<file path="src/rtl/sdram_frame_arbiter.sv">
// Burst-granular SDRAM arbiter between the camera writer and the VGA reader
// over a ring of NUM_BUFS frame buffers, tracking completed-but-unread frames.
module sdram_frame_arbiter #(
  parameter int unsigned ADDR_W           = 20,
  parameter int unsigned BASE_ADDR        = 0,
  parameter int unsigned BURST_LEN        = 8,
  parameter int unsigned BURSTS_PER_FRAME = 30,
  parameter int unsigned FRAME_STRIDE     = 256,
  parameter int unsigned NUM_BUFS         = 2
) (
  input  logic                            S_CLK,
  input  logic                            RST,
  input  logic                            image_wr_req,
  input  logic                            vga_rd_req,
  input  logic                            write_ack,
  input  logic                            read_ack,
  output logic [ADDR_W-1:0]               addr,
  output logic                            write_en,
  output logic                            read_en,
  output logic                            wr_frame_done,
  output logic                            rd_frame_done,
  output logic                            rd_underrun,
  output logic [$clog2(NUM_BUFS+1)-1:0]   frames_ready,
  output logic [$clog2(NUM_BUFS)-1:0]     wr_buf_idx,
  output logic [$clog2(NUM_BUFS)-1:0]     rd_buf_idx,
  output logic [1:0]                      state_dbg
);

  localparam int unsigned IDX_W = $clog2(NUM_BUFS);
  localparam int unsigned FR_W  = $clog2(NUM_BUFS + 1);
  localparam int unsigned BC_W  = (BURSTS_PER_FRAME > 1) ? $clog2(BURSTS_PER_FRAME) : 1;

  localparam logic [FR_W-1:0]  FR_FULL  = FR_W'(NUM_BUFS);
  localparam logic [BC_W-1:0]  BC_LAST  = BC_W'(BURSTS_PER_FRAME - 1);
  localparam logic [IDX_W-1:0] IDX_LAST = IDX_W'(NUM_BUFS - 1);

  typedef enum logic [1:0] {
    ST_IDLE  = 2'd0,
    ST_WRITE = 2'd1,
    ST_READ  = 2'd2
  } state_e;

  state_e             state_q, state_d;
  logic [ADDR_W-1:0]  addr_q, addr_d;
  logic               write_en_q, write_en_d;
  logic               read_en_q, read_en_d;
  logic               wr_frame_done_q, wr_frame_done_d;
  logic               rd_frame_done_q, rd_frame_done_d;
  logic               rd_underrun_q, rd_underrun_d;
  logic [FR_W-1:0]    frames_ready_q, frames_ready_d;
  logic [IDX_W-1:0]   wr_buf_idx_q, wr_buf_idx_d;
  logic [IDX_W-1:0]   rd_buf_idx_q, rd_buf_idx_d;
  logic [BC_W-1:0]    wr_burst_cnt_q, wr_burst_cnt_d;
  logic [BC_W-1:0]    rd_burst_cnt_q, rd_burst_cnt_d;

  // Address depends only on registered counters, never on the request inputs.
  function automatic logic [ADDR_W-1:0] burst_addr(input logic [IDX_W-1:0] idx,
                                                   input logic [BC_W-1:0]  cnt);
    return ADDR_W'(BASE_ADDR)
         + ADDR_W'(idx) * ADDR_W'(FRAME_STRIDE)
         + ADDR_W'(cnt) * ADDR_W'(BURST_LEN);
  endfunction

  always_comb begin
    state_d         = state_q;
    addr_d          = addr_q;
    write_en_d      = write_en_q;
    read_en_d       = read_en_q;
    wr_frame_done_d = 1'b0;
    rd_frame_done_d = 1'b0;
    rd_underrun_d   = 1'b0;
    frames_ready_d  = frames_ready_q;
    wr_buf_idx_d    = wr_buf_idx_q;
    rd_buf_idx_d    = rd_buf_idx_q;
    wr_burst_cnt_d  = wr_burst_cnt_q;
    rd_burst_cnt_d  = rd_burst_cnt_q;

    case (state_q)
      ST_IDLE: begin
        rd_underrun_d = vga_rd_req && (frames_ready_q == '0);
        if (vga_rd_req && (frames_ready_q != '0)) begin
          state_d   = ST_READ;
          read_en_d = 1'b1;
          addr_d    = burst_addr(rd_buf_idx_q, rd_burst_cnt_q);
        end else if (image_wr_req && (frames_ready_q != FR_FULL)) begin
          state_d    = ST_WRITE;
          write_en_d = 1'b1;
          addr_d     = burst_addr(wr_buf_idx_q, wr_burst_cnt_q);
        end
      end

      ST_WRITE: begin
        if (write_ack) begin
          state_d    = ST_IDLE;
          write_en_d = 1'b0;
          if (wr_burst_cnt_q == BC_LAST) begin
            wr_burst_cnt_d  = '0;
            wr_buf_idx_d    = (wr_buf_idx_q == IDX_LAST) ? '0 : wr_buf_idx_q + 1'b1;
            frames_ready_d  = frames_ready_q + 1'b1;
            wr_frame_done_d = 1'b1;
          end else begin
            wr_burst_cnt_d = wr_burst_cnt_q + 1'b1;
          end
        end
      end

      ST_READ: begin
        if (read_ack) begin
          state_d   = ST_IDLE;
          read_en_d = 1'b0;
          if (rd_burst_cnt_q == BC_LAST) begin
            rd_burst_cnt_d  = '0;
            rd_buf_idx_d    = (rd_buf_idx_q == IDX_LAST) ? '0 : rd_buf_idx_q + 1'b1;
            frames_ready_d  = frames_ready_q - 1'b1;
            rd_frame_done_d = 1'b1;
          end else begin
            rd_burst_cnt_d = rd_burst_cnt_q + 1'b1;
          end
        end
      end

      default: begin
        state_d    = ST_IDLE;
        write_en_d = 1'b0;
        read_en_d  = 1'b0;
      end
    endcase
  end

  always_ff @(posedge S_CLK) begin
    if (RST) begin
      state_q         <= ST_IDLE;
      addr_q          <= '0;
      write_en_q      <= 1'b0;
      read_en_q       <= 1'b0;
      wr_frame_done_q <= 1'b0;
      rd_frame_done_q <= 1'b0;
      rd_underrun_q   <= 1'b0;
      frames_ready_q  <= '0;
      wr_buf_idx_q    <= '0;
      rd_buf_idx_q    <= '0;
      wr_burst_cnt_q  <= '0;
      rd_burst_cnt_q  <= '0;
    end else begin
      state_q         <= state_d;
      addr_q          <= addr_d;
      write_en_q      <= write_en_d;
      read_en_q       <= read_en_d;
      wr_frame_done_q <= wr_frame_done_d;
      rd_frame_done_q <= rd_frame_done_d;
      rd_underrun_q   <= rd_underrun_d;
      frames_ready_q  <= frames_ready_d;
      wr_buf_idx_q    <= wr_buf_idx_d;
      rd_buf_idx_q    <= rd_buf_idx_d;
      wr_burst_cnt_q  <= wr_burst_cnt_d;
      rd_burst_cnt_q  <= rd_burst_cnt_d;
    end
  end

  assign addr          = addr_q;
  assign write_en      = write_en_q;
  assign read_en       = read_en_q;
  assign wr_frame_done = wr_frame_done_q;
  assign rd_frame_done = rd_frame_done_q;
  assign rd_underrun   = rd_underrun_q;
  assign frames_ready  = frames_ready_q;
  assign wr_buf_idx    = wr_buf_idx_q;
  assign rd_buf_idx    = rd_buf_idx_q;
  assign state_dbg     = state_q;

endmodule

</file>
<file path="config.mk">
export PLATFORM = sky130hd
export DESIGN_NAME = sdram_frame_arbiter
export DESIGN_NICKNAME = d
export VERILOG_FILES = /design/src/rtl/sdram_frame_arbiter.sv
export SDC_FILE = /design/constraint.sdc
export NUM_CORES = 1
export LEC_CHECK = 0
export BUFFER_PORTS_ARGS = -buffer_cell sky130_fd_sc_hd__buf_2
export CAP_MARGIN = 20
export CORE_MARGIN = 2
export CORE_UTILIZATION = 51
export DETAILED_ROUTE_END_ITERATION = 6
export PLACE_DENSITY = 0.81
export SETUP_SLACK_MARGIN = 0.15
export SYNTH_ARGS = -nofsm -noshare
export SYNTH_HDL_FRONTEND = slang
export SYNTH_SLANG_ARGS = --single-unit
</file>
<file path="constraint.sdc">
create_clock -name S_CLK -period 1.7 [get_ports S_CLK]
set_input_delay 0.51 -clock S_CLK [delete_from_list [all_inputs] [get_ports S_CLK]]
set_output_delay 0.51 -clock S_CLK [all_outputs]
set_load 0.02 [all_outputs]
</file>
==> flow_summary.yaml <==
run_status:
  status: "finished clean"
pwr:
  peakVddDrop_mv: 0.507
  leakagePower_nw: 0.653
  pwr_density_cell_nw_per_um2: 706
global_routing:
  overflow: 0
  grt_pass1_vias: 1069
  antenna_found_initial: 0
  track_usage_pct: 18.9
  grt_max_degree: 16
  grt_pass1_wl_mm: 4.78
worst_setup_path:
  ff2ff_setup_slack_ps: 220
  cp.required_ps: 1190
  timing.rr.end: "frames_ready[1]"
  cp_max_fo: 7
  cp.arrival_ps: 970
  cp_cell_sequence: "buf_2"
  path_class: "reg2out"
  worst_path_max_delay_cell: "dfxtp_2"
  worst_setup_path_start_kind: "flip-flop"
  critPathBufInv: 1
  cp_top_family: "flip-flops"
  critPathLaunch: "frames_ready[0]"
  endpoint_kind: "primary output"
  reg2regPathDepth: 6
  r2r-start: "wr_burst_cnt_q[1]"
  cpPeakStageDelay_ps: 450
cts:
  clock_latency_ps: 320
  cts_hold_buf: 0
  cts_inserted_buffers: 3
  clock_sinks: 27
  htreeDepth: 1
  cts_setup_buffers: 0
  cts_buffer_depth: 2
  cts_tree: "done"
  path_clk_slew_ps: 150
  cts-root-buf: "clkbuf_4"
placement:
  portBuffers: 22
  globalplace.congestion: 0.854
  dp_cells: 202
  dp_hpwl_mm: 2.11
finish:
  final_layout_size_suffix_gt1_share_pct: 25.1
  final_util_pct: 57.0
  fillCellCount: 255
  n_antenna_cell: 0
  layout.nets: 186
  syn_to_final_growth_pct: 8.71
  final_cell_mix: "dfxtp_1 (22), buf_2 (22), nor2_1 (18), conb_1 (14), a21oi_1 (10)"
  finalNonFillerCells: 206
routing:
  drc_errors: 0
  wl_met2_mm: 1.37
  highest_layer: "met4"
  avgViaCountPerCell: 5.45
  m1WireLength_mm: 1.24
  wl_per_cell_um: 13.5
  ant_nets: 0
  routed_wl_mm: 2.79
  route.met3.wl_um: 135
  dr.pass1.iters: 4
  via_count: 1122
  drt-initial-drc-count: 44
die:
  fp.dieW_um: 56.5
  die_h_um: 56.5
  io_pins: 37
  core_sq_um: 2690
  row_count: 19
  start_util_pct: 52.4
  design.die.area_sq_um: 3200
yosys:
  synth_top_area_share_pct: 38.4
  synth-async-reset-ratio_pct: 0
  synth_area_sq_um: 1410
  synthDistinctLibCells: 38
  yosys_warnings: 0
  synth_edf_count: 0
  ys.flop_type: "dfxtp_1"
  syn-instance-count: 154
  synth.area.top_cells: "dfxtp_1 (38%), buf_4 (8.0%), nor2_1 (4.8%)"
  ys_seq_area_share_pct: 38.4
  synth_top_area_cell: "dfxtp_1"
  synth-seq-cells: 27
  avgSynthCellArea_sq_um: 9.14
sta:
  finClkSkew_ps: 7.04
  setup_tns_ps: 0
  min_period_ps: 1480
  max_freq_mhz: 674
  drv_slew: 0
  post-route-period-util_pct: 87.3
  rsz0062_at_grt: "true"
  setup_viol: 0
  hold_viol_final: 0
min_path:
  hp-start: "write_en"
  hold_path.class: "reg2reg"
  min_to: "write_en"
  min_path_cells: 2
flow_run:
  maxCapViolations: 0
-- per-stage QoR --
| step | instance area (sq um) | power [mW] | hold slack (ps) | worst slack (ps) |
|---|---|---|---|---|
| global placement | 1500 | 0.809 | 439 | 111 |
| finish | 1530 | 1.08 | 469 | 216 |
| detailed placement | 1500 | 0.816 | 448 | 43.8 |
| floorplan | 1470 | 0.805 | 467 | 155 |
| CTS | 1520 | 1.08 | 471 | 165 |
| global route | 1530 | 1.12 | 486 | 122 |
-- where the power goes --
| part | internal, mW | leakage, nW | switching [mW] |
|---|---|---|---|
| Sequential | 0.648 | 0.222 | 0.0135 |
| Clock | 0.0919 | 0.0150 | 0.188 |
| Combinational | 0.0431 | 0.416 | 0.0961 |
-- logic make-up (layout without fill, tap and decap cells) --
logic type	after synthesis	in the layout	synth area share (%)
AOI/OAI and AO/OA	28	28	16.2
buffers and inverters	27	35	11.9
DFF	27	27	38.4
adders and majority gates	4	4	3.56
other	1	14	0.266
and+or+nand+nor	54	54	20.8
muxes	7	7	5.16
xor gates and xnor gates	6	6	3.73
-- cells in the mapped netlist (2+ instances only) --
cell      instances
dfxtp_1          27
nor2_1           18
buf_4            15
a21oi_1          10
nor3_1            8
inv_1             5
mux2i_1           5
nand4_1           5
a211oi_2          4
ha_1              4
nand2_1           4
a211oi_1          3
clkbuf_1          3
nand2b_1          3
nor2b_1           3
nor3b_1           3
o22ai_1           3
xnor2_1           3
xor2_1            3
and3b_1           2
buf_2             2
mux2_2            2
nand3b_1          2
o211ai_1          2
o21ai_0           2
-- routing by layer --
layer  up-vias  GRT usage [%]
li1        559              -
met1       537           24.0
met2        22           30.4
met3         4           3.00
met4         0           10.5
met5         -              0
-- sequential cells by signal (all words and copies together) (netlist names), 2 cells and up --
register and cells:
state_dbg 2, rd_burst_cnt_q 5, frames_ready 2, wr_burst_cnt_q 5, addr 6
-- layout make-up --
type / instances / area [sq um] / share of cell area [%]
clock buffers: 4 / 26.3 / 1.72
inverters: 5 / 18.8 / 1.23
well taps: 31 / 38.8 / 2.53
multi-input cells: 113 / 754 / 49.3
flip-flops and latches: 27 / 552 / 36.1
repair buffers: 26 / 140 / 9.16
-- worst max path at each step --
stage	endpoint	slack, ps	cells past startpoint
after global routing	rd_buf_idx	120	6
final	frames_ready[0]	220	1
after CTS	state_dbg[1]	170	1
after detailed placement	addr[6]	40	6
after global placement	addr[3]	110	6
after floorplan	addr[4]	150	6
-- tightest hold or removal path, stage by stage, from the launching register on --
cell,delay (ps)
dfxtp_1,330
inv_1,50
a211oi_1,60
-- repair_timing --
item / 4_1_cts / 5_1_grt
gates cloned: 0 / 0
pin swaps: 0 / 0
setup endpoints to repair: 2 / 4
resized for setup: 2 / 3
Power figures use the tool's default switching activity.
